**config.mk**
```make
export PLATFORM = sky130hd
export DESIGN_NAME = vme_cycle_ctrl_flat
export DESIGN_NICKNAME = d
export VERILOG_FILES = /design/src/rtl/vme_pkg.sv /design/src/rtl/vme_cycle_ctrl_if.sv /design/src/rtl/vme_sync.sv /design/src/rtl/vme_cycle_ctrl.sv /design/src/flat_wrapper.sv
export SDC_FILE = /design/constraint.sdc
export NUM_CORES = 1
export LEC_CHECK = 0
export CAP_MARGIN = 10
export CORE_MARGIN = 1.5
export CORE_UTILIZATION = 59
export DETAILED_ROUTE_END_ITERATION = 10
export GPL_TIMING_DRIVEN = 0
export PLACE_DENSITY_LB_ADDON = 0.12
export SLEW_MARGIN = 30
export SYNTH_ARGS = -nofsm -noshare
export SYNTH_HDL_FRONTEND = slang
export SYNTH_HIERARCHICAL = 1
export SYNTH_SLANG_ARGS = --single-unit
```
**constraint.sdc**
```tcl
create_clock -name I_CLK_32M -period 5.3 [get_ports I_CLK_32M]
set_clock_uncertainty 0.15 [all_clocks]
set_input_delay 1.06 -clock I_CLK_32M [delete_from_list [all_inputs] [get_ports I_CLK_32M]]
set_output_delay 1.06 -clock I_CLK_32M [all_outputs]
set_load 0.01 [all_outputs]
```
**src/rtl/vme_pkg.sv**
```systemverilog
// vme_pkg: shared types and constants for the VME slave cycle controller.
//   - vme_state_e : controller state encoding (also exported for debug)
//   - *_DEF       : default synchroniser depth, DTACK delay and ACK watchdog
//   - AM_*        : address-modifier codes used by the board decoder
//   - helpers     : DS* pattern classification on synchronised strobes
package vme_pkg;

    typedef enum logic [3:0] {
        ST_IDLE    = 4'd0,
        ST_ADDR    = 4'd1,
        ST_DECODE  = 4'd2,
        ST_SKIP    = 4'd3,
        ST_XFER    = 4'd4,
        ST_WAIT    = 4'd5,
        ST_ACK     = 4'd6,
        ST_ERR     = 4'd7,
        ST_RELEASE = 4'd8
    } vme_state_e;

    localparam int SYNC_STAGES_DEF = 2;
    localparam int DTACK_DLY_DEF   = 2;
    localparam int ACK_TMO_DEF     = 255;

    // Address-modifier codes decoded by the board (A16/A24/A32 data access).
    localparam logic [5:0] AM_A16_USR      = 6'h29;
    localparam logic [5:0] AM_A16_SUP      = 6'h2D;
    localparam logic [5:0] AM_A24_USR_DATA = 6'h39;
    localparam logic [5:0] AM_A24_SUP_DATA = 6'h3D;
    localparam logic [5:0] AM_A32_USR_DATA = 6'h09;
    localparam logic [5:0] AM_A32_SUP_DATA = 6'h0D;

    // Strobes are active-low: exactly one DS* low marks a byte cycle.
    function automatic logic is_byte_cycle(input logic ds0, input logic ds1);
        return ds0 ^ ds1;
    endfunction

    function automatic logic ds_both_high(input logic ds0, input logic ds1);
        return ds0 & ds1;
    endfunction

endpackage

```
**src/rtl/vme_cycle_ctrl_if.sv**
```systemverilog
// vme_cycle_ctrl_if: bus-side and board-side signals of the cycle controller.
//   Inputs  (master -> slave): raw VME strobes AS*/DS0*/DS1*/WRITE* and the
//                               decoder hit for the latched address.
//   Outputs (slave -> master): address latch enable, register strobes, data
//                               buffer enables, DTACK*/BERR* drive controls,
//                               watchdog pulse and the FSM state for debug.
//
// Handshake: this is the VME asynchronous strobe handshake, not valid/ready.
// A cycle is offered by AS* low plus at least one DS* low; the slave answers
// with DTACK* (O_VME_DTACK_EN=1, O_VME_DTACK_D=0) or BERR* (O_VME_BERR=1) and
// holds that answer until the master raises both DS*. A new cycle is only
// accepted after both DS* have been seen high since the previous one.
interface vme_cycle_ctrl_if;
    import vme_pkg::*;

    logic       I_VME_AS;
    logic       I_VME_DS0;
    logic       I_VME_DS1;
    logic       I_VME_WR;
    logic       I_ADDR_HIT;

    logic       O_ADDR_LE;
    logic       O_RD_STB;
    logic       O_WR_STB;
    logic       O_RD_BUF_EN;
    logic       O_WR_BUF_EN;
    logic       O_VME_DTACK_D;
    logic       O_VME_DTACK_EN;
    logic       O_VME_BERR;
    logic       O_ACK_TMO;
    vme_state_e state_dbg;

    modport master (
        output I_VME_AS, I_VME_DS0, I_VME_DS1, I_VME_WR, I_ADDR_HIT,
        input  O_ADDR_LE, O_RD_STB, O_WR_STB, O_RD_BUF_EN, O_WR_BUF_EN,
        input  O_VME_DTACK_D, O_VME_DTACK_EN, O_VME_BERR, O_ACK_TMO,
        input  state_dbg
    );

    modport slave (
        input  I_VME_AS, I_VME_DS0, I_VME_DS1, I_VME_WR, I_ADDR_HIT,
        output O_ADDR_LE, O_RD_STB, O_WR_STB, O_RD_BUF_EN, O_WR_BUF_EN,
        output O_VME_DTACK_D, O_VME_DTACK_EN, O_VME_BERR, O_ACK_TMO,
        output state_dbg
    );

endinterface

```
**src/rtl/vme_sync.sv**
```systemverilog
// vme_sync: N-stage flip-flop synchroniser for one asynchronous VME strobe.
//   clk   : destination clock
//   rst_n : asynchronous active-low reset; all stages reset to 1 (strobe idle)
//   d     : raw asynchronous input
//   q     : synchronised output, N clocks after d
module vme_sync #(
    parameter int N = 2
) (
    input  logic clk,
    input  logic rst_n,
    input  logic d,
    output logic q
);

    logic [N-1:0] stages;

    generate
        if (N == 1) begin : g_single
            always_ff @(posedge clk or negedge rst_n) begin
                if (!rst_n) begin
                    stages <= '1;
                end else begin
                    stages <= d;
                end
            end
        end else begin : g_chain
            always_ff @(posedge clk or negedge rst_n) begin
                if (!rst_n) begin
                    stages <= '1;
                end else begin
                    stages <= {stages[N-2:0], d};
                end
            end
        end
    endgenerate

    assign q = stages[N-1];

endmodule

```
**src/rtl/vme_cycle_ctrl.sv**
```systemverilog
// vme_cycle_ctrl: VME slave data-transfer cycle controller.
//   I_CLK_32M        : 32 MHz system clock
//   I_VME_SYSRESET_N : asynchronous active-low reset
//   bus (slave)      : raw VME strobes and decoder hit in; address latch
//                      enable, register read/write strobes, data buffer
//                      enables, DTACK*/BERR* controls, ACK watchdog pulse
//                      and FSM state out.
// Parameters:
//   SYNC_STAGES : synchroniser depth on AS*, DS0*, DS1*, WRITE*
//   DTACK_DLY   : cycles from register strobe to DTACK* low (1..15)
//   ACK_TMO     : cycles DTACK* may stay low waiting for DS release
//   BYTE_OK     : 1 accepts single-DS byte cycles, 0 answers with BERR*
module vme_cycle_ctrl
    import vme_pkg::*;
#(
    parameter int SYNC_STAGES = SYNC_STAGES_DEF,
    parameter int DTACK_DLY   = DTACK_DLY_DEF,
    parameter int ACK_TMO     = ACK_TMO_DEF,
    parameter bit BYTE_OK     = 1'b0
) (
    input logic             I_CLK_32M,
    input logic             I_VME_SYSRESET_N,
    vme_cycle_ctrl_if.slave bus
);

    logic clk;
    logic rst_n;
    assign clk   = I_CLK_32M;
    assign rst_n = I_VME_SYSRESET_N;

    // ------------------------------------------------------------------
    // Strobe synchronisers
    // ------------------------------------------------------------------
    logic as_s, ds0_s, ds1_s, wr_s;

    vme_sync #(.N(SYNC_STAGES)) u_sync_as  (.clk(clk), .rst_n(rst_n), .d(bus.I_VME_AS),  .q(as_s));
    vme_sync #(.N(SYNC_STAGES)) u_sync_ds0 (.clk(clk), .rst_n(rst_n), .d(bus.I_VME_DS0), .q(ds0_s));
    vme_sync #(.N(SYNC_STAGES)) u_sync_ds1 (.clk(clk), .rst_n(rst_n), .d(bus.I_VME_DS1), .q(ds1_s));
    vme_sync #(.N(SYNC_STAGES)) u_sync_wr  (.clk(clk), .rst_n(rst_n), .d(bus.I_VME_WR),  .q(wr_s));

    // The synchronisers come out of reset reading "high" before any real
    // sample has reached the last stage. Those fake highs must not re-arm
    // the controller, or strobes held low through reset would start a cycle.
    logic [4:0] fill_cnt;
    logic       sync_ok;

    assign sync_ok = (fill_cnt == 5'(SYNC_STAGES));

    always_ff @(posedge clk or negedge rst_n) begin
        if (!rst_n) begin
            fill_cnt <= '0;
        end else if (!sync_ok) begin
            fill_cnt <= fill_cnt + 5'd1;
        end
    end

    // ------------------------------------------------------------------
    // FSM and bookkeeping registers
    // ------------------------------------------------------------------
    vme_state_e state, state_next;
    logic       armed;
    logic       dir_rd;
    logic [3:0] dly_cnt;
    logic [7:0] tmo_cnt;

    logic ds_high;
    logic start;
    logic abort;
    logic dly_done;
    logic tmo_hit;

    assign ds_high  = ds_both_high(ds0_s, ds1_s);
    assign start    = armed && !as_s && !ds_high;
    assign abort    = as_s || ds_high;
    assign dly_done = ({1'b0, dly_cnt} + 5'd1) >= 5'(DTACK_DLY);
    assign tmo_hit  = (ACK_TMO != 0) && (({1'b0, tmo_cnt} + 9'd1) == 9'(ACK_TMO));

    always_ff @(posedge clk or negedge rst_n) begin
        if (!rst_n) begin
            state <= ST_IDLE;
        end else begin
            state <= state_next;
        end
    end

    // Re-arm only once both DS* are genuinely high; consumed at cycle start.
    always_ff @(posedge clk or negedge rst_n) begin
        if (!rst_n) begin
            armed <= 1'b0;
        end else if (state == ST_IDLE && start) begin
            armed <= 1'b0;
        end else if (sync_ok && ds_high) begin
            armed <= 1'b1;
        end
    end

    always_ff @(posedge clk or negedge rst_n) begin
        if (!rst_n) begin
            dir_rd <= 1'b0;
        end else if (state == ST_ADDR) begin
            dir_rd <= wr_s;
        end
    end

    // Both counters restart on every state change and saturate instead of
    // wrapping, so a long stay can never alias back to an early count.
    always_ff @(posedge clk or negedge rst_n) begin
        if (!rst_n) begin
            dly_cnt <= '0;
            tmo_cnt <= '0;
        end else if (state_next != state) begin
            dly_cnt <= '0;
            tmo_cnt <= '0;
        end else begin
            if (state == ST_WAIT && dly_cnt != 4'hF) begin
                dly_cnt <= dly_cnt + 4'd1;
            end
            if (state == ST_ACK && tmo_cnt != 8'hFF) begin
                tmo_cnt <= tmo_cnt + 8'd1;
            end
        end
    end

    // ------------------------------------------------------------------
    // Next state and outputs
    // ------------------------------------------------------------------
    logic addr_le, rd_stb, wr_stb, rd_buf, wr_buf;
    logic dtack_d, dtack_en, berr, ack_tmo;

    always_comb begin
        state_next = state;
        addr_le    = 1'b0;
        rd_stb     = 1'b0;
        wr_stb     = 1'b0;
        rd_buf     = 1'b0;
        wr_buf     = 1'b0;
        dtack_d    = 1'b1;
        dtack_en   = 1'b0;
        berr       = 1'b0;
        ack_tmo    = 1'b0;

        case (state)
            ST_IDLE: begin
                if (start) begin
                    state_next = ST_ADDR;
                end
            end
            ST_ADDR: begin
                addr_le    = 1'b1;
                state_next = ST_DECODE;
            end
            ST_DECODE: begin
                if (!bus.I_ADDR_HIT) begin
                    state_next = ST_SKIP;
                end else if (is_byte_cycle(ds0_s, ds1_s) && !BYTE_OK) begin
                    state_next = ST_ERR;
                end else begin
                    state_next = ST_XFER;
                end
            end
            ST_SKIP: begin
                if (ds_high) begin
                    state_next = ST_IDLE;
                end
            end
            ST_XFER: begin
                rd_stb     = dir_rd;
                wr_stb     = !dir_rd;
                rd_buf     = dir_rd;
                wr_buf     = !dir_rd;
                dtack_en   = 1'b1;
                state_next = abort ? ST_RELEASE : ST_WAIT;
            end
            ST_WAIT: begin
                rd_buf   = dir_rd;
                wr_buf   = !dir_rd;
                dtack_en = 1'b1;
                if (abort) begin
                    state_next = ST_RELEASE;
                end else if (dly_done) begin
                    state_next = ST_ACK;
                end
            end
            ST_ACK: begin
                rd_buf   = dir_rd;
                wr_buf   = !dir_rd;
                dtack_en = 1'b1;
                dtack_d  = 1'b0;
                // A DS release in the same cycle as the timeout wins.
                if (ds_high) begin
                    state_next = ST_RELEASE;
                end else if (tmo_hit) begin
                    ack_tmo    = 1'b1;
                    state_next = ST_RELEASE;
                end
            end
            ST_ERR: begin
                berr = 1'b1;
                if (ds_high) begin
                    state_next = ST_IDLE;
                end
            end
            ST_RELEASE: begin
                // Drive DTACK* actively high for one cycle before tristating.
                dtack_en   = 1'b1;
                state_next = ST_IDLE;
            end
            default: begin
                state_next = ST_IDLE;
            end
        endcase
    end

    assign bus.O_ADDR_LE      = addr_le;
    assign bus.O_RD_STB       = rd_stb;
    assign bus.O_WR_STB       = wr_stb;
    assign bus.O_RD_BUF_EN    = rd_buf;
    assign bus.O_WR_BUF_EN    = wr_buf;
    assign bus.O_VME_DTACK_D  = dtack_d;
    assign bus.O_VME_DTACK_EN = dtack_en;
    assign bus.O_VME_BERR     = berr;
    assign bus.O_ACK_TMO      = ack_tmo;
    assign bus.state_dbg      = state;

endmodule

```
**src/flat_wrapper.sv**
```systemverilog
// flat-port wrapper written by rule: the top's interface ports become plain ports
module vme_cycle_ctrl_flat import vme_pkg::*;
#(
    parameter int SYNC_STAGES = SYNC_STAGES_DEF,
    parameter int DTACK_DLY   = DTACK_DLY_DEF,
    parameter int ACK_TMO     = ACK_TMO_DEF,
    parameter bit BYTE_OK     = 1'b0
)
  (I_CLK_32M, I_VME_SYSRESET_N, bus_I_VME_AS, bus_I_VME_DS0, bus_I_VME_DS1, bus_I_VME_WR, bus_I_ADDR_HIT, bus_O_ADDR_LE, bus_O_RD_STB, bus_O_WR_STB, bus_O_RD_BUF_EN, bus_O_WR_BUF_EN, bus_O_VME_DTACK_D, bus_O_VME_DTACK_EN, bus_O_VME_BERR, bus_O_ACK_TMO, bus_state_dbg);
  vme_cycle_ctrl_if bus_i ();
  input logic I_CLK_32M;
  input logic I_VME_SYSRESET_N;
  input wire logic [$bits(bus_i.I_VME_AS)-1:0] bus_I_VME_AS;
  input wire logic [$bits(bus_i.I_VME_DS0)-1:0] bus_I_VME_DS0;
  input wire logic [$bits(bus_i.I_VME_DS1)-1:0] bus_I_VME_DS1;
  input wire logic [$bits(bus_i.I_VME_WR)-1:0] bus_I_VME_WR;
  input wire logic [$bits(bus_i.I_ADDR_HIT)-1:0] bus_I_ADDR_HIT;
  output wire logic [$bits(bus_i.O_ADDR_LE)-1:0] bus_O_ADDR_LE;
  output wire logic [$bits(bus_i.O_RD_STB)-1:0] bus_O_RD_STB;
  output wire logic [$bits(bus_i.O_WR_STB)-1:0] bus_O_WR_STB;
  output wire logic [$bits(bus_i.O_RD_BUF_EN)-1:0] bus_O_RD_BUF_EN;
  output wire logic [$bits(bus_i.O_WR_BUF_EN)-1:0] bus_O_WR_BUF_EN;
  output wire logic [$bits(bus_i.O_VME_DTACK_D)-1:0] bus_O_VME_DTACK_D;
  output wire logic [$bits(bus_i.O_VME_DTACK_EN)-1:0] bus_O_VME_DTACK_EN;
  output wire logic [$bits(bus_i.O_VME_BERR)-1:0] bus_O_VME_BERR;
  output wire logic [$bits(bus_i.O_ACK_TMO)-1:0] bus_O_ACK_TMO;
  output wire logic [$bits(bus_i.state_dbg)-1:0] bus_state_dbg;
  assign bus_i.I_VME_AS = bus_I_VME_AS;
  assign bus_i.I_VME_DS0 = bus_I_VME_DS0;
  assign bus_i.I_VME_DS1 = bus_I_VME_DS1;
  assign bus_i.I_VME_WR = bus_I_VME_WR;
  assign bus_i.I_ADDR_HIT = bus_I_ADDR_HIT;
  assign bus_O_ADDR_LE = bus_i.O_ADDR_LE;
  assign bus_O_RD_STB = bus_i.O_RD_STB;
  assign bus_O_WR_STB = bus_i.O_WR_STB;
  assign bus_O_RD_BUF_EN = bus_i.O_RD_BUF_EN;
  assign bus_O_WR_BUF_EN = bus_i.O_WR_BUF_EN;
  assign bus_O_VME_DTACK_D = bus_i.O_VME_DTACK_D;
  assign bus_O_VME_DTACK_EN = bus_i.O_VME_DTACK_EN;
  assign bus_O_VME_BERR = bus_i.O_VME_BERR;
  assign bus_O_ACK_TMO = bus_i.O_ACK_TMO;
  assign bus_state_dbg = bus_i.state_dbg;
  vme_cycle_ctrl #(.SYNC_STAGES(SYNC_STAGES), .DTACK_DLY(DTACK_DLY), .ACK_TMO(ACK_TMO), .BYTE_OK(BYTE_OK)) u_core (.I_CLK_32M(I_CLK_32M), .I_VME_SYSRESET_N(I_VME_SYSRESET_N), .bus(bus_i));
endmodule
```
* After elaboration in Yosys (flattened, before gate mapping)
Index checks and enable logic that the tools add are counted.
Word-level totals: flip-flop bits (word level) 31, output and inout port bits 13, logic and storage cells 75, bits of input ports 7
Cells by class: mux-type cells 27, $add $sub $neg 5, magnitude comparators 1, equality and inequality tests 13, reductions and logical operators 17, bitwise gates (word level) 2
Operator list (count):
- $mux 4 | 10
- $pmux 4 s7 | 1
- $eq 4x3->1 const B | 4
- $mux 8 | 2
- $mux 1 | 13
- $add 8x1->9 const B | 1
- $eq 9x8->1 const B | 1
- $add 8x1->8 const B | 1
- $eq 4x2->1 const B | 2
- $ne 8x8->1 const B | 1
- $logic_and 1x1->1 | 6
- $reduce_bool 2->1 | 3
- $add 4x1->5 const B | 1
- $add 5x1->5 const B | 1
- $eq 5x2->1 const B | 1
- $ge 5x2->1 const B | 1
- $add 4x1->4 const B | 1
- $eq 4x1->1 const B | 1
- $eq 4x4->1 const B | 1
- $logic_not 4->1 | 1
- $ne 4x4->1 | 1
- $ne 4x4->1 const B | 1
- $reduce_or 4->1 | 1
- $logic_not 1->1 | 3
- 6 further kinds | 6

* Depth between registers and ports, before layout
word-level depth 7, depth in mapped cells 8, gate-level depth less buffers 6

* By module
Netlist, hierarchy kept.
By module, submodules not included:
- vme_cycle_ctrl | cells each 163, instances 1, area an instance 1431.4 µm², seq. area each 575.6 µm²
- vme_sync | cells each 2, instances 4, area an instance 52.6 µm², seq. area each 52.6 µm²

* Least setup slack after synthesis
Ideal clock, no wire load.
kind flip-flop to output port, from register u_core.tmo_cnt[0], to output port bus_O_ACK_TMO, buffers on the path 0, cell stages (with the launch flop) 6, required time 4090 ps, arrival 1539 ps, setup slack 2551 ps, path through dfrtp_1 ha_1 xor2_1 nand3_1 or3_1 nor3_1
On the way: cells in the longest elaborated chain, start to end 5
Ends and longest elaborated chain:
- from (decl) | line vme_cycle_ctrl.sv:64 | logic [7:0] tmo_cnt;
- from (signal assigned) | line vme_cycle_ctrl.sv:119 | tmo_cnt <= tmo_cnt + 8'd1;
- $add 8x1->9 | line vme_cycle_ctrl.sv:76 | assign tmo_hit = (ACK_TMO != 0) && (({1'b0, tmo_cnt} + 9'd1) == 9'(ACK_TMO));
- $eq 9x8->1 | line vme_cycle_ctrl.sv:76
- $mux 1 | line vme_cycle_ctrl.sv:192 | end else if (tmo_hit) begin
- $mux 1 | line vme_cycle_ctrl.sv:190 | if (ds_high) begin
- $mux 1 | line vme_cycle_ctrl.sv:142 | case (state)
- to (decl) | line flat_wrapper.sv:26 | output wire logic [$bits(bus_i.O_ACK_TMO)-1:0] bus_O_ACK_TMO;
Every way passes these cells.

* Worst setup path in the final report
from register u_core.tmo_cnt[1], to output port bus_O_ACK_TMO
Same word-level chain as after synthesis.

==> results.yml <==
final_layout:
  n_antenna_cell: 0
  stdcell_count: 228
  multi_input_area_um2: 788
  nets: 211
  syn_to_final_growth_pct: 16.8
  ff_latch_area_um2: 786
  fill_cells: 186
  final_core_util_pct: 75.3
  final_layout_size_suffix_gt1_share_pct: 15.2
setup_path:
  worstSetupPathType: "reg -> out"
  worstPathArrival_ps: 2440
  end_kind: "output port"
  required_ps: 4090
  worstPathMaxFanout: 5
  start_kind: "flip-flop"
placement:
  dp_cells: 220
  gp_congestion: 0.842
  detailed_place_hpwl_mm: 2.27
  post-place-ws_ps: 1990
  port_buffers: 19
synth:
  syn_avg_cell_area_um2: 9.60
  netlist_instances: 171
  ys.warnings.count: 6
  syn-cell-area_um2: 1640
  ys_ff_latch: 31
  yosysSeqAreaShare_pct: 47.9
  synth_cell_types: 41
  synth_fp_nets: 185
global_routing:
  grt_max_degree: 32
  grt_pass1_vias: 1269
  antenna_found_initial: 0
  grt_pass1_wl_mm: 5.53
  gr-total-overflow: 0
  grtUsageTotal_pct: 23.0
clock_tree:
  cts_tree: "built"
  ctsHoldBuffers: 0
  clkLatencyLatePin_ps: 330
  post_cts_resized: 0
  cts_setup_buffers: 0
  htreeDepth: 2
  clk_pin_slew_ps: 90
  cts-root-buf: "clkbuf_4"
  clockBufferDepth: 2
  cts_sinks: 31
  cts_buffers: 5
die:
  core-area_um2: 2540
  dieHeight_um: 55.7
  dieArea_um2: 3110
  rows: 18
  start_util_pct: 64.5
  dieWidth_um: 55.7
  io_pins: 20
power_and_ir_drop:
  p_leak_nw: 0.831
  p_per_area_nw_per_um2: 377
  power.total_mw: 0.723
  ir_drop_mv: 0.322
timing:
  timing.slew.headroom_pct: 43.6
  fin_crit_sh_pct: 68.9
  tns_ps: 0
  timing.fmax_mhz: 274
  timing_hold_violations_final: 0
  maxSlewViolCount: 0
  finalSetupViolCount: 0
  rsz0062_at_grt: "false"
  fin_ws_ps: 1650
  worstMarginPinSlew_ps: 834
  fin_crit_ps: 3650
min_path:
  hold_path.class: "reg -> reg"
route:
  wirelength_mm: 3.21
  ant_nets: 0
  wire_per_inst_um: 14.1
  via_per_inst: 5.75
  drt_iter0_markers: 49
  num_vias: 1311
  dr.pass1.iters: 4
  drc_errors: 0
job:
  cap_violations: 0
status:
  status: "completed"
state kept, by name (all words and copies together) (netlist names):
name	flops
u_core/u_sync_ds1/stages	2
u_core/tmo_cnt	8
u_core/armed	1
u_core/u_sync_as/stages	2
u_core/dir_rd	1
u_core/fill_cnt	5
u_core/bus.state_dbg	4
u_core/dly_cnt	4
u_core/u_sync_wr/stages	2
u_core/u_sync_ds0/stages	2
synth_stat cells:
| cell | instances | area, um^2 |
|---|---|---|
| a2111oi_2 | 1 | 15.0 |
| a211o_1 | 1 | 8.76 |
| a211oi_1 | 1 | 7.51 |
| a211oi_2 | 1 | 12.5 |
| a21boi_0 | 1 | 7.51 |
| a21o_1 | 1 | 7.51 |
| a21oi_1 | 8 | 40.0 |
| a311oi_1 | 1 | 8.76 |
| a41o_1 | 1 | 10.0 |
| and2_1 | 1 | 6.26 |
| and3_1 | 2 | 12.5 |
| and4b_1 | 1 | 10.0 |
| and4bb_2 | 2 | 25.0 |
| buf_2 | 5 | 25.0 |
| buf_4 | 1 | 7.51 |
| clkbuf_2 | 1 | 5.00 |
| dfrtp_1 | 23 | 576 |
| dfstp_2 | 8 | 210 |
| ha_1 | 7 | 87.6 |
| inv_1 | 8 | 30.0 |
| mux2_2 | 1 | 11.3 |
| mux2i_1 | 2 | 20.0 |
| nand2_1 | 15 | 56.3 |
| nand2b_1 | 3 | 18.8 |
| nand3_1 | 8 | 40.0 |
| nand4_1 | 4 | 25.0 |
| nor2_1 | 26 | 97.6 |
| nor2b_1 | 2 | 12.5 |
| nor3_1 | 6 | 30.0 |
| nor4_1 | 1 | 6.26 |
| nor4b_1 | 2 | 17.5 |
| o211a_1 | 1 | 10.0 |
| o211ai_2 | 1 | 12.5 |
| o21ai_0 | 8 | 40.0 |
| o21ai_1 | 1 | 5.00 |
| o22ai_1 | 1 | 6.26 |
| o31ai_1 | 1 | 7.51 |
| or3_1 | 1 | 6.26 |
| or4b_1 | 1 | 10.0 |
| xnor2_1 | 8 | 70.1 |
| xor2_1 | 3 | 26.3 |
power breakdown:
part	switching (mW)	internal [mW]	total [mW]
clock network	0.0820	0.0492	0.131
registers	0.0237	0.266	0.290
logic	0.168	0.134	0.301
metrics by stage:
stage	hold slack (ps)	cell area [um^2]
2_1_floorplan	195	1640
3_3_place_gp	196	1870
3_5_place_dp	199	1860
4_1_cts	213	1920
5_1_grt	218	1920
6_report	212	1920
critical path, stage by stage (launching register included):
cell	delay, ps
dfrtp_1	430
ha_1	250
xor2_1	180
nand3_1	100
or3_1	410
nor3_1	170
clkdlybuf4s50_1	560
cells in the final DEF, fill, tap and decap left out, types with 2 or more instances in the layout:
cell type / count
nor2_1: 26
mux2i_1: 2
inv_1: 8
nand3_1: 8
nor3_1: 6
xnor2_1: 8
ha_1: 7
nand4_1: 4
a21oi_1: 8
clkbuf_4: 5
buf_2: 6
nor2b_1: 2
nand2_1: 15
nor4b_1: 2
o21ai_0: 8
xor2_1: 3
and4bb_2: 2
and3_1: 2
clkdlybuf4s50_1: 18
nand2b_1: 3
dfrtp_1: 23
clkinv_2: 3
dfstp_2: 8
per-layer routing:
layer  global-route usage (%)  part of all wire, %  vias up
met4                     11.5                  2.2        0
met3                     7.21                  5.0        8
li1                         -                    -      644
met1                     27.2                   43      626
met5                        0                    0        -
met2                     37.8                   49       33
area by class of cell:
cell class / count / share of cell area [%]
inverter: 8 / 1.57
sequential: 31 / 41.0
clock inverter: 3 / 0.783
clock buffer: 5 / 1.96
timing repair buffer: 19 / 9.66
buffer: 7 / 1.96
multi-input combinational: 125 / 41.1
tap: 30 / 1.96
final timing paths:
| path | start | to | slack (ps) | cells past startpoint |
|---|---|---|---|---|
| worst max-delay path | u_core/tmo_cnt[1] | bus_O_ACK_TMO | 1650 | 6 |
| worst min-delay path | u_core/u_sync_as/stages[0] | u_core/u_sync_as/stages[1] | 210 | 0 |
| worst max register to register | u_core/u_sync_ds0/stages[1] | u_core/dly_cnt[3] | 2980 | 8 |
| worst min register to register | u_core/u_sync_as/stages[0] | u_core/u_sync_as/stages[1] | 210 | 0 |
| max in group asynchronous | I_VME_SYSRESET_N | u_core/dir_rd | 3960 | 1 |
| min in group asynchronous | I_VME_SYSRESET_N | u_core/dly_cnt[3] | 600 | 1 |
kinds of logic after synthesis:
| family | synth area share [%] |
|---|---|
| xor+xnor | 5.87 |
| flops | 47.9 |
| buf+inv | 4.12 |
| fa+ha+maj | 5.34 |
| mux | 1.91 |
| compound gates | 12.1 |
| simple gates | 22.8 |
Power figures use the tool's default switching activity.
